`config.mk`:
```
export PLATFORM = sky130hd
export DESIGN_NAME = cp_pulse_sequencer
export DESIGN_NICKNAME = d
export VERILOG_FILES = /design/src/rtl/cdr_ctrl_pkg.sv /design/src/rtl/cp_lock_det.sv /design/src/rtl/cp_pulse_sequencer.sv
export SDC_FILE = /design/constraint.sdc
export NUM_CORES = 1
export LEC_CHECK = 0
export ABC_AREA = 1
export CAP_MARGIN = 20
export CORE_MARGIN = 2
export CORE_UTILIZATION = 55
export DETAILED_ROUTE_END_ITERATION = 10
export GPL_TIMING_DRIVEN = 0
export PLACE_DENSITY = 0.75
export SLEW_MARGIN = 10
export SYNTH_ARGS = -nofsm -noshare
export SYNTH_HDL_FRONTEND = slang
export SYNTH_HIERARCHICAL = 1
export SYNTH_SLANG_ARGS = --single-unit
```
`constraint.sdc`:
```
create_clock -name clk -period 2.4 [get_ports clk]
set_clock_uncertainty 0.15 [all_clocks]
set_input_delay 0.6 -clock clk [delete_from_list [all_inputs] [get_ports clk]]
set_output_delay 0.6 -clock clk [all_outputs]
set_load 0.01 [all_outputs]
```
`src/rtl/cdr_ctrl_pkg.sv`:
```
// cdr_ctrl_pkg: shared state encoding and default parameters for the CDR charge-pump controller
package cdr_ctrl_pkg;
  typedef enum logic [1:0] {CP_IDLE = 2'd0, CP_PRECHARGE = 2'd1, CP_TRACK = 2'd2} cp_seq_state_e;
  localparam int unsigned CP_PRECHARGE_CYC = 64;
  localparam int unsigned CP_MAX_PULSE = 16;
  localparam int unsigned CP_LOCK_WIN = 256;
  localparam int unsigned CP_LOCK_THRESH = 8;
  localparam int unsigned CP_LOCK_CNT = 4;
endpackage

```
`src/rtl/cp_lock_det.sv`:
```
// cp_lock_det: windowed pump-activity monitor; locked rises after LOCK_CNT consecutive quiet windows
module cp_lock_det import cdr_ctrl_pkg::*; #(
  parameter int unsigned LOCK_WIN = CP_LOCK_WIN,
  parameter int unsigned LOCK_THRESH = CP_LOCK_THRESH,
  parameter int unsigned LOCK_CNT = CP_LOCK_CNT
) (
  input  logic clk,
  input  logic rst_n,
  input  logic clr,
  input  logic active,
  output logic locked
);
  localparam int WW = $clog2(LOCK_WIN + 1);
  localparam int AW = $clog2(LOCK_THRESH + 2);
  localparam int QW = $clog2(LOCK_CNT + 1);
  localparam logic [WW-1:0] WIN_LAST = WW'(LOCK_WIN - 1);
  localparam logic [AW-1:0] ACT_MAX = AW'(LOCK_THRESH + 1);
  localparam logic [AW-1:0] ACT_OK = AW'(LOCK_THRESH);
  localparam logic [QW-1:0] Q_MAX = QW'(LOCK_CNT);
  logic [WW-1:0] win_q, win_d;
  logic [AW-1:0] act_q, act_d, act_now;
  logic [QW-1:0] quiet_q, quiet_d;
  logic locked_q, locked_d, wend, quiet;
  always_comb begin
    act_now = act_q + AW'(active && act_q != ACT_MAX);
    wend = win_q == WIN_LAST;
    quiet = act_now <= ACT_OK;
    win_d = clr || wend ? '0 : win_q + 1'b1;
    act_d = clr || wend ? '0 : act_now;
    quiet_d = clr || (wend && !quiet) ? '0 : (wend && quiet_q != Q_MAX) ? quiet_q + 1'b1 : quiet_q;
    locked_d = clr ? 1'b0 : wend ? (quiet && quiet_d == Q_MAX) : locked_q;
  end
  always_ff @(posedge clk or negedge rst_n)
    if (!rst_n) begin
      win_q <= '0;
      act_q <= '0;
      quiet_q <= '0;
      locked_q <= 1'b0;
    end else begin
      win_q <= win_d;
      act_q <= act_d;
      quiet_q <= quiet_d;
      locked_q <= locked_d;
    end
  assign locked = locked_q;
endmodule

```
`src/rtl/cp_pulse_sequencer.sv`:
```
// cp_pulse_sequencer: charge-pump sequencer with pre-charge burst, UP/DN cancel, pulse limiter and lock monitor
module cp_pulse_sequencer import cdr_ctrl_pkg::*; #(
  parameter int unsigned PRECHARGE_CYC = CP_PRECHARGE_CYC,
  parameter int unsigned MAX_PULSE = CP_MAX_PULSE,
  parameter int unsigned LOCK_WIN = CP_LOCK_WIN,
  parameter int unsigned LOCK_THRESH = CP_LOCK_THRESH,
  parameter int unsigned LOCK_CNT = CP_LOCK_CNT
) (
  input  logic       clk,
  input  logic       rst_n,
  input  logic       enable,
  input  logic       recal,
  input  logic       pfd_up,
  input  logic       pfd_dn,
  output logic       cp_up,
  output logic       cp_dn,
  output logic       locked,
  output logic       busy,
  output logic       sat_evt,
  output logic [1:0] state_o
);
  localparam int PW = $clog2(PRECHARGE_CYC + 1);
  localparam int MW = $clog2(MAX_PULSE + 1);
  localparam logic [PW-1:0] PC_LAST = PW'(PRECHARGE_CYC - 1);
  localparam logic [MW-1:0] MAXP = MW'(MAX_PULSE);
  cp_seq_state_e state_q, state_d;
  logic [PW-1:0] pc_q, pc_d;
  logic [MW-1:0] up_cnt_q, up_cnt_d, dn_cnt_q, dn_cnt_d;
  logic cp_up_q, cp_up_d, cp_dn_q, cp_dn_d;
  logic up_sat_q, up_sat_d, dn_sat_q, dn_sat_d;
  logic sat_evt_q, sat_evt_d, trk;
  always_comb begin
    state_d = !enable ? CP_IDLE :
              state_q == CP_IDLE ? CP_PRECHARGE :
              state_q == CP_PRECHARGE ? (pc_q == PC_LAST ? CP_TRACK : CP_PRECHARGE) :
              state_q == CP_TRACK ? (recal ? CP_PRECHARGE : CP_TRACK) : CP_IDLE;
    trk = state_q == CP_TRACK && state_d == CP_TRACK;
    pc_d = (state_q == CP_PRECHARGE && state_d == CP_PRECHARGE) ? pc_q + 1'b1 : '0;
    cp_up_d = state_d == CP_PRECHARGE || (trk && pfd_up && !pfd_dn && !up_sat_q);
    cp_dn_d = trk && pfd_dn && !pfd_up && !dn_sat_q;
    up_cnt_d = (trk && cp_up_d) ? up_cnt_q + 1'b1 : '0;
    dn_cnt_d = cp_dn_d ? dn_cnt_q + 1'b1 : '0;
    up_sat_d = trk && pfd_up && (up_sat_q || up_cnt_d == MAXP);
    dn_sat_d = trk && pfd_dn && (dn_sat_q || dn_cnt_d == MAXP);
    sat_evt_d = trk && (up_cnt_d == MAXP || dn_cnt_d == MAXP);
  end
  always_ff @(posedge clk or negedge rst_n)
    if (!rst_n) begin
      state_q <= CP_IDLE;
      pc_q <= '0;
      up_cnt_q <= '0;
      dn_cnt_q <= '0;
      cp_up_q <= 1'b0;
      cp_dn_q <= 1'b0;
      up_sat_q <= 1'b0;
      dn_sat_q <= 1'b0;
      sat_evt_q <= 1'b0;
    end else begin
      state_q <= state_d;
      pc_q <= pc_d;
      up_cnt_q <= up_cnt_d;
      dn_cnt_q <= dn_cnt_d;
      cp_up_q <= cp_up_d;
      cp_dn_q <= cp_dn_d;
      up_sat_q <= up_sat_d;
      dn_sat_q <= dn_sat_d;
      sat_evt_q <= sat_evt_d;
    end
  cp_lock_det #(.LOCK_WIN(LOCK_WIN), .LOCK_THRESH(LOCK_THRESH), .LOCK_CNT(LOCK_CNT)) u_lock (
    .clk(clk),
    .rst_n(rst_n),
    .clr(!trk),
    .active(cp_up_q || cp_dn_q),
    .locked(locked)
  );
  assign cp_up = cp_up_q;
  assign cp_dn = cp_dn_q;
  assign sat_evt = sat_evt_q;
  assign busy = state_q == CP_PRECHARGE;
  assign state_o = state_q;
endmodule
```
==> results of run 1 <==
-- routing by layer --
| metal | wire length (um) | track usage [%] | vias to the layer above |
|---|---|---|---|
| met5 | 0 | 0 | - |
| met4 | 51 | 7.979 | 0 |
| met3 | 106 | 5.729 | 4 |
| met2 | 1722 | 34.15 | 14 |
| met1 | 1400 | 20.81 | 704 |
| li1 | - | - | 782 |
-- how the worst max path moves through the flow --
stage / endpoint / depth (start not counted) / slack, ns
after floorplan: u_lock/quiet_q[0] / 9 / 0.39
after global placement: dn_cnt_q[1] / 1 / -0.42
after detailed placement: u_lock/act_q[3] / 7 / 0.03
after CTS: busy / 2 / 0.19
after global routing: u_lock/locked / 12 / 0.04
final: busy / 2 / 0.21
-- final cells by class --
class / count / area [sq um] / share of cell area, %
flip-flops and latches: 41 / 1026 / 43.64
multi-input cells: 152 / 867.1 / 36.88
inverters: 40 / 151.4 / 6.440
repair buffers: 14 / 145.1 / 6.174
clock buffers: 7 / 96.34 / 4.098
well taps: 48 / 60.06 / 2.555
clock inverters: 1 / 5.005 / 0.2129
-- cell usage after synthesis, types with 2 or more instances --
master / n
a21oi_1: 10
and2_1: 2
dfrtp_1: 41
ha_1: 9
inv_1: 37
inv_2: 2
nand2_1: 38
nand3_1: 18
nand3_4: 2
nand4_1: 3
nor2_1: 37
nor2_4: 2
nor3_1: 4
o21ai_0: 4
o21ai_1: 2
or2_2: 3
xor2_1: 4
-- metrics by stage --
stage / hold slack, ns / cell area (sq um) / cells
global route: 0.3391 / 2351 / 303
floorplan: 0.1544 / 2032 / 233
CTS: 0.3284 / 2338 / 303
global placement: 0.3036 / 2212 / 293
finish: 0.3320 / 2351 / 303
detailed placement: 0.2804 / 2227 / 294
-- registers in the layout, summed over array words and instances (netlist names) --
signal          cells
u_lock/act_q        4
u_lock/win_q        9
dn_sat_q            1
sat_evt             1
dn_cnt_q            5
up_sat_q            1
u_lock/locked       1
pc_q                7
up_cnt_q            5
cp_up               1
state_o             2
u_lock/quiet_q      3
cp_dn               1
-- timing repair --
action | CTS | global route
hold endpoints to repair | 4 | 0
hold buffers | 1 | 0
gates resized for setup | 0 | 3
setup endpoints to repair | 0 | 6
-- cells by family after synthesis --
group           count (synthesis)  share of synthesized area, %
flops                          41                         50.49
simple gates                  117                         28.39
buf+inv                        40                         7.450
xor+xnor                        4                         1.724
fa+ha+maj                       9                         5.542
compound gates                 22                         6.405
-- power by group through the flow --
stage / clock (mW) / sequential, mW / combinational (mW)
after floorplan: 0 / 0.720 / 0.0403
after global placement: 0 / 0.717 / 0.0879
after detailed placement: 0 / 0.718 / 0.0927
after CTS: 0.503 / 0.704 / 0.0940
after global routing: 0.521 / 0.705 / 0.104
final: 0.488 / 0.704 / 0.0919
==> results.yml, run 1 <==
route:
  vias: 1504
  wl_per_cell_um: 10.83
  dr.pass1.iters: 4
  drtIter0Drc: 71
  routed_via_density: 4.964
  finalWirelength_mm: 3.280
  antenna_left: 0
  drc_errors: 0
run_status:
  status: "completed"
floorplanning:
  top_level_ports: 13
  die_w_um: 64.78
  rows: 22
  die_area_sq_mm: 0.004196
  die_h_um: 64.78
  start_util_pct: 56.35
  coreArea_sq_mm: 0.003606
power_and_ir_drop:
  power.internal_uw: 996.5
  p_switching_uw: 287.2
  peakVddDrop_mv: 0.3800
  p_total_mw: 1.284
  power_frac_seq_pct: 54.8
  combPwrFrac_pct: 7.2
  p_leak_nw: 1.145
  powerDensity_mw_per_mm2: 546.0
  swShare_pct: 22.37
  p_clk_share_pct: 38.0
global_routing:
  gr-total-overflow: 0
  grt_max_degree: 38
  grt_pass1_wl_mm: 6.058
  grt_antenna_before_repair: 0
  first_global_vias: 1513
  grt_usage_pct: 19.06
worst_setup_path:
  critPathMaxStageDelay_ns: 0.56
  cp.required_ns: 1.65
  r2r_slack_ns: 0.22
  crit_chain: "nor2_4 -> clkdlybuf4s50_1"
  r2r-end: "u_lock/quiet_q[2]"
  reg2reg_from: "cp_dn"
  r2r_cells: 9
  crit_arrival_ns: 1.44
  slowest_stage: "clkdlybuf4s50_1"
  cp-startpoint: "state_o[1]"
  crit_fanout: 6
  path_class: "reg -> out"
  crit_buf_inv: 1
  critPathLaunchType: "flop"
  worst_setup_path_end_kind: "primary output"
  critical_path.top_delay_family: "buffers and inverters"
worst_hold_path:
  min_from: "u_lock/win_q[0]"
  hold_class: "reg -> reg"
  hold_depth: 1
  min_to: "u_lock/win_q[0]"
cells_and_area:
  final_cell_mix: "dfrtp_1, nand2_1, nor2_1, inv_1, nand3_1"
  nets: 269
  final_common_cell: "dfrtp_1"
  fillers: 311
  utilization_pct: 65.20
  layout-drive-gt1-share_pct: 11.76
  antenna_cells: 0
  area.growth.synth_to_final_pct: 15.70
logic_synthesis:
  ys_ff_latch: 41
  synth-seq-area-share_pct: 50.49
  async_flop_share_pct: 100.0
  netlist_instances: 233
  yosysTopAreaCell: "dfrtp_1"
  netlist_top_cells_area: "dfrtp_1, nand2_1, inv_1, nor2_1, ha_1"
  syn_area_sq_mm: 0.002032
  synthesis.nets: 248
  ys_types: 32
  syn_avg_cell_area_sq_um: 8.721
  yosys.area.top_type_share_pct: 50.49
  synth-main-ff-cell: "dfrtp_1"
  yosys_warnings: 6
  synth-edff-count: 0
timing:
  max_slew_margin_pct: 82.96
  timing.final.crit_share_pct: 91.34
  drv_slew: 0
  hold_viol_final: 0
  max_slew.worst_pin.slew_ns: 0.2546
  timing.final.ws_setup_ns: 0.2080
  setup_viol: 0
  fmax_mhz: 456.2
  rsz0062_at_grt: "false"
  finalCriticalPeriod_ns: 2.192
  fin_tns_setup_ns: 0
clock_tree:
  clockBufferDepth: 2
  cts_max_level: 2
  root_buffer: "clkbuf_8"
  clk_pin_slew_ns: 0.08
  post-cts-setup-buffer-count: 0
  numClockSinks: 41
  tritoncts: "built"
  numCtsBuffers: 5
  clkLatencyLatePin_ns: 0.29
place:
  dp_hpwl_mm: 2.430
  dp_worst_setup_slack_ns: 0.03240
  port-buffer-count: 12
  gp_congestion: 0.8484
run:
  cap_viol_max_count: 0
No activity file was read; power rests on OpenSTA's default activity.
==> run 2, diff against run 1 <==
Settings changed: CORE_UTILIZATION 55 to 52, PLACE_DENSITY 0.75 to 0.74.
Clock period 2.4 ns to 1.9 ns, I/O delays scaled along.
==> run 2 against run 1 <==
  * The run now ends with negative setup slack left
  * Via count grew 4.3%
  * Register-to-register slack got worse by 0.25 ns
  * Wire length rose by 12%
  * Worst setup slack lost 0.24 ns
  * Design area is 8.9% higher
  * First-iteration DRC count decreased by 20%
  * Clock-buffer cell count fell by 1
  * Sequential power is 26% higher
  * Total power rose by 23%
  * Die area up 5.4%
  * Worst hold slack worse by 0.0097 ns
==> results.yml, run 2 (same netlist as run 1, synthesis figures left out) <==
run_status:
  status: "complete, but fails checks"
  violations: "negative setup slack"
run:
  cap_viol_max_count: 0
global_routing:
  grt_max_degree: 30
  grt_antenna_before_repair: 0
  grt_pass1_wl_mm: 6.285
  gr-total-overflow: 0
  grt_usage_pct: 19.41
  first_global_vias: 1508
cells_and_area:
  multi_input_area_sq_um: 974.7
  regArea_sq_mm: 0.001026
  top_register: "u_lock/win_q"
  largest_reg_flops: 9
  final_cell_mix: "dfrtp_1, nor2_1, inv_1"
  utilization_pct: 68.89
  nets: 284
  layout-drive-gt1-share_pct: 24.44
  antenna_cells: 0
  area.growth.synth_to_final_pct: 25.99
  top_regs: "u_lock/win_q: 9 flops, pc_q: 7 flops"
  fillers: 288
  stdcell_area_sq_mm: 0.002560
  final_common_cell: "dfrtp_1"
clock_tree:
  numClockSinks: 41
  clockBufferDepth: 2
  tritoncts: "built"
  clkLatencyLatePin_ns: 0.30
  numCtsBuffers: 5
  cts_max_level: 2
  clk_pin_slew_ns: 0.09
  root_buffer: "clkbuf_8"
floorplanning:
  rows: 22
  die_area_sq_mm: 0.004424
  top_level_ports: 13
  start_util_pct: 54.68
  die_w_um: 66.51
  coreArea_sq_mm: 0.003716
  die_h_um: 66.51
route:
  wl_per_cell_um: 11.53
  drc_errors: 0
  finalWirelength_mm: 3.665
  antenna_left: 0
  vias: 1569
  dr.pass1.iters: 4
  routed_via_density: 4.934
  drtIter0Drc: 57
place:
  port-buffer-count: 12
  place_area_sq_mm: 0.002256
  dp_hpwl_mm: 2.487
  gp_congestion: 0.7887
timing:
  timing.final.ws_setup_ns: -0.02745
  max_slew.worst_pin.slew_ns: 0.3293
  fmax_mhz: 518.8
  drv_slew: 0
  timing.final.crit_share_pct: 101.4
  finalCriticalPeriod_ns: 1.927
  rsz0062_at_grt: "true"
  max_slew_margin_pct: 78.04
  setup_viol: 3
  hold_viol_final: 0
worst_setup_path:
  path_class: "reg -> reg"
  cp.required_ns: 1.97
  crit_fanout: 8
  crit_arrival_ns: 2.00
  critPathLaunchType: "flop"
  worst_setup_path_end_kind: "flop"
power_and_ir_drop:
  p_leak_nw: 1.240
  peakVddDrop_mv: 0.3727
  powerDensity_mw_per_mm2: 619.1
worst_hold_path:
  hold_class: "reg -> reg"
[run 2: per-layer routing]
| layer | part of all wire [%] | up-vias | track usage [%] | wire, um |
|---|---|---|---|---|
| met3 | 2.3 | 5 | 5.574 | 86 |
| met5 | 0 | - | 0 | 0 |
| li1 | - | 809 | - | - |
| met4 | 1.6 | 0 | 7.653 | 58 |
| met1 | 46 | 741 | 21.77 | 1685 |
| met2 | 50 | 14 | 34.50 | 1835 |
[run 2: cell type report]
type	count	share of cell area [%]
inverter	40	5.914
sequential	41	40.08
clock inverter	2	0.5865
timing repair buffer	29	10.17
tap	48	2.346
multi-input combinational	152	38.07
clock buffer	6	2.835
[run 2: critical path, stage by stage (launching register included)]
cell	delay, ns
dfrtp_1	0.40
ha_2	0.18
nand2_2	0.06
inv_2	0.05
nand3_4	0.07
nor3_4	0.04
and2_4	0.14
ha_4	0.17
buf_6	0.12
nor2_4	0.20
buf_6	0.14
nand2_1	0.05
nor2_1	0.09
[run 2: power by group]
part | total [mW] | switching, mW | leakage (nW) | internal, mW
Sequential | 0.889 | 0.00766 | 0.569 | 0.881
Combinational | 0.128 | 0.0719 | 0.634 | 0.0559
Clock | 0.568 | 0.309 | 0.0374 | 0.259
[run 2: through the flow]
step	power, mW	hold WS, ns	setup TNS, ns	cells	setup WS, ns
after floorplan	0.9616	0.02941	0	233	0.005239
after global placement	1.020	0.3053	-38.36	293	-0.8186
after detailed placement	1.025	0.2390	-5.348	294	-0.3968
after CTS	1.599	0.3300	-0.1772	317	-0.05847
after global routing	1.656	0.3387	-1.477	318	-0.1562
final	1.585	0.3223	-0.04730	318	-0.02745
[run 2: worst paths after layout]
kind | start | to | slack [ns] | cells past startpoint
hold reg to reg | pc_q[0] | pc_q[0] | 0.32 | 1
setup / recovery | u_lock/win_q[1] | u_lock/win_q[5] | -0.03 | 12
setup reg to reg | u_lock/win_q[1] | u_lock/win_q[5] | -0.03 | 12
max in group asynchronous | rst_n | dn_cnt_q[3] | 0.70 | 3
min in group asynchronous | rst_n | pc_q[5] | 0.44 | 2
hold / removal | pc_q[0] | pc_q[0] | 0.32 | 1
[run 2: repair_timing]
item | CTS | global route
pin swaps | 14 | 12
setup buffers | 14 | 2
hold buffers | 1 | 0
resized for setup | 23 | 8
endpoints found under the setup margin | 19 | 19
endpoints found under the hold margin | 12 | 0
==> run 3, diff against run 2 <==
Settings changed: MAX_ROUTING_LAYER from default to met4, PLACE_DENSITY 0.74 to 0.77.
==> run 3 against run 2 <==
  * The run still ends with negative setup slack left
  * Worst setup slack got worse by 0.021 ns
  * Sequential power barely moved
  * Critical endpoint is now u_lock/quiet_q[0]
  * Design area increased by 1.9%
  * Total power is 10% higher
  * Highest routed layer unchanged
==> results.yml, run 3 (same netlist as run 1, synthesis figures left out) <==
run_status:
  status: "complete, but fails checks"
  violations: "negative setup slack"
route:
  vias: 1589
  finalWirelength_mm: 3.831
  antenna_left: 0
  routed_via_density: 4.997
  drc_errors: 0
  dr.pass1.iters: 6
  wl_per_cell_um: 12.05
  drtIter0Drc: 87
worst_setup_path:
  crit_arrival_ns: 2.03
  critical_path.top_delay_family: "simple AND/OR/NAND/NOR gates"
  path_class: "reg -> reg"
  crit_fanout: 3
  slowest_stage: "dfrtp_1"
  crit_chain: "or2_4 -> a21boi_2 -> ha_2 -> ha_4 -> nor2_4 -> nand3_2 -> a21oi_4 -> nor2_4 -> nor2_2"
  crit_buf_inv: 0
  worst_setup_path_end_kind: "flop"
  critPathLaunchType: "flop"
  critPathMostFrequentCell: "nor2_4"
  critPathMaxStageDelay_ns: 0.38
  cp.required_ns: 1.98
power_and_ir_drop:
  p_total_mw: 1.746
  power_frac_seq_pct: 50.9
  peakVddDrop_mv: 0.4380
  p_leak_nw: 1.274
  powerDensity_mw_per_mm2: 669.8
  p_switching_uw: 378.3
  swShare_pct: 21.66
  power.internal_mw: 1.368
  p_clk_share_pct: 41.3
  combPwrFrac_pct: 7.8
clock_tree:
  clockBufferDepth: 2
  tritoncts: "built"
  root_buffer: "clkbuf_8"
  clk_pin_slew_ns: 0.07
  numClockSinks: 41
  cts_max_level: 2
  clkLatencyLatePin_ns: 0.30
  numCtsBuffers: 5
floorplanning:
  coreArea_sq_mm: 0.003716
  die_w_um: 66.51
  die_area_sq_mm: 0.004424
  top_level_ports: 13
  start_util_pct: 54.68
  die_h_um: 66.51
  rows: 22
timing:
  timing.final.crit_share_pct: 102.5
  hold_viol_final: 0
  timing.final.ws_setup_ns: -0.04840
  max_slew_margin_pct: 66.03
  fmax_mhz: 513.2
  max_slew.worst_pin.slew_ns: 0.5096
  setup_viol: 6
  rsz0062_at_grt: "true"
  drv_slew: 0
  fin_tns_setup_ns: -0.1782
  whs_ns: 0.3257
  finalCriticalPeriod_ns: 1.948
place:
  place_area_sq_mm: 0.002263
  gp_congestion: 0.8278
  port-buffer-count: 12
  dp_hpwl_mm: 2.456
global_routing:
  gr-total-overflow: 0
  grt_antenna_before_repair: 0
  grt_pass1_wl_mm: 6.458
  grt_usage_pct: 20.44
  grt_max_degree: 22
  first_global_vias: 1518
cells_and_area:
  layout-drive-gt1-share_pct: 23.33
  largest_reg_flops: 9
  nets: 284
  stdcell_area_sq_mm: 0.002608
  area.growth.synth_to_final_pct: 28.33
  antenna_cells: 0
  top_regs: "u_lock/win_q: 9 flops, pc_q: 7 flops"
  final_common_cell: "dfrtp_1"
  final_cell_mix: "dfrtp_1, nand2_1, inv_1"
  fillers: 274
  utilization_pct: 70.17
  top_register: "u_lock/win_q"
worst_hold_path:
  hold_class: "reg -> reg"
run:
  cap_viol_max_count: 0
-- run 3: repair_timing --
action                                  4_1_cts  5_1_grt
endpoints found under the setup margin       19       21
hold buffers                                  1        0
gates resized for setup                      15       12
gates cloned                                  1        0
pin swaps                                    12        7
endpoints found under the hold margin        11        0
buffers inserted                             12        2
-- run 3: power groups by stage --
stage	clock network, mW	logic [mW]	registers, mW
floorplan	0	0.0526	0.909
global placement	0	0.113	0.906
detailed placement	0	0.120	0.906
CTS	0.740	0.126	0.889
global route	0.777	0.149	0.891
finish	0.722	0.136	0.889
-- run 3: area by class of cell --
cell class / instances / area [sq um] / area share [%]
Clock buffer: 7 / 86.33 / 3.311
Inverter: 40 / 151.4 / 5.806
Timing Repair Buffer: 28 / 265.3 / 10.17
Clock inverter: 1 / 30.03 / 1.152
Tap cell: 48 / 60.06 / 2.303
Multi-Input combinational cell: 153 / 988.4 / 37.91
Sequential cell: 41 / 1026 / 39.35
-- run 3: metal layers --
metal  global-route usage, %  routed length, um  vias to the layer above
met4                   10.46                122                        0
met3                   5.743                130                       11
met5                       -                  0                        -
met1                   22.49               1632                      742
met2                   33.88               1946                       27
li1                        -                  -                      809
-- run 3: worst paths after layout --
check	start	cells past startpoint	end	slack [ns]
worst max-delay path	cp_dn	9	u_lock/quiet_q[0]	-0.05
worst min-delay path	pc_q[0]	1	pc_q[0]	0.33
worst max register to register	cp_dn	9	u_lock/quiet_q[0]	-0.05
worst min register to register	pc_q[0]	1	pc_q[0]	0.33
max in group asynchronous	rst_n	3	dn_sat_q	0.60
min in group asynchronous	rst_n	2	u_lock/win_q[8]	0.53
-- run 3: stage by stage --
step	instances	worst slack (ns)
CTS	316	-0.06485
detailed placement	294	-0.4238
global placement	293	-0.8384
global route	318	-0.1420
finish	318	-0.04840
floorplan	233	0.005239
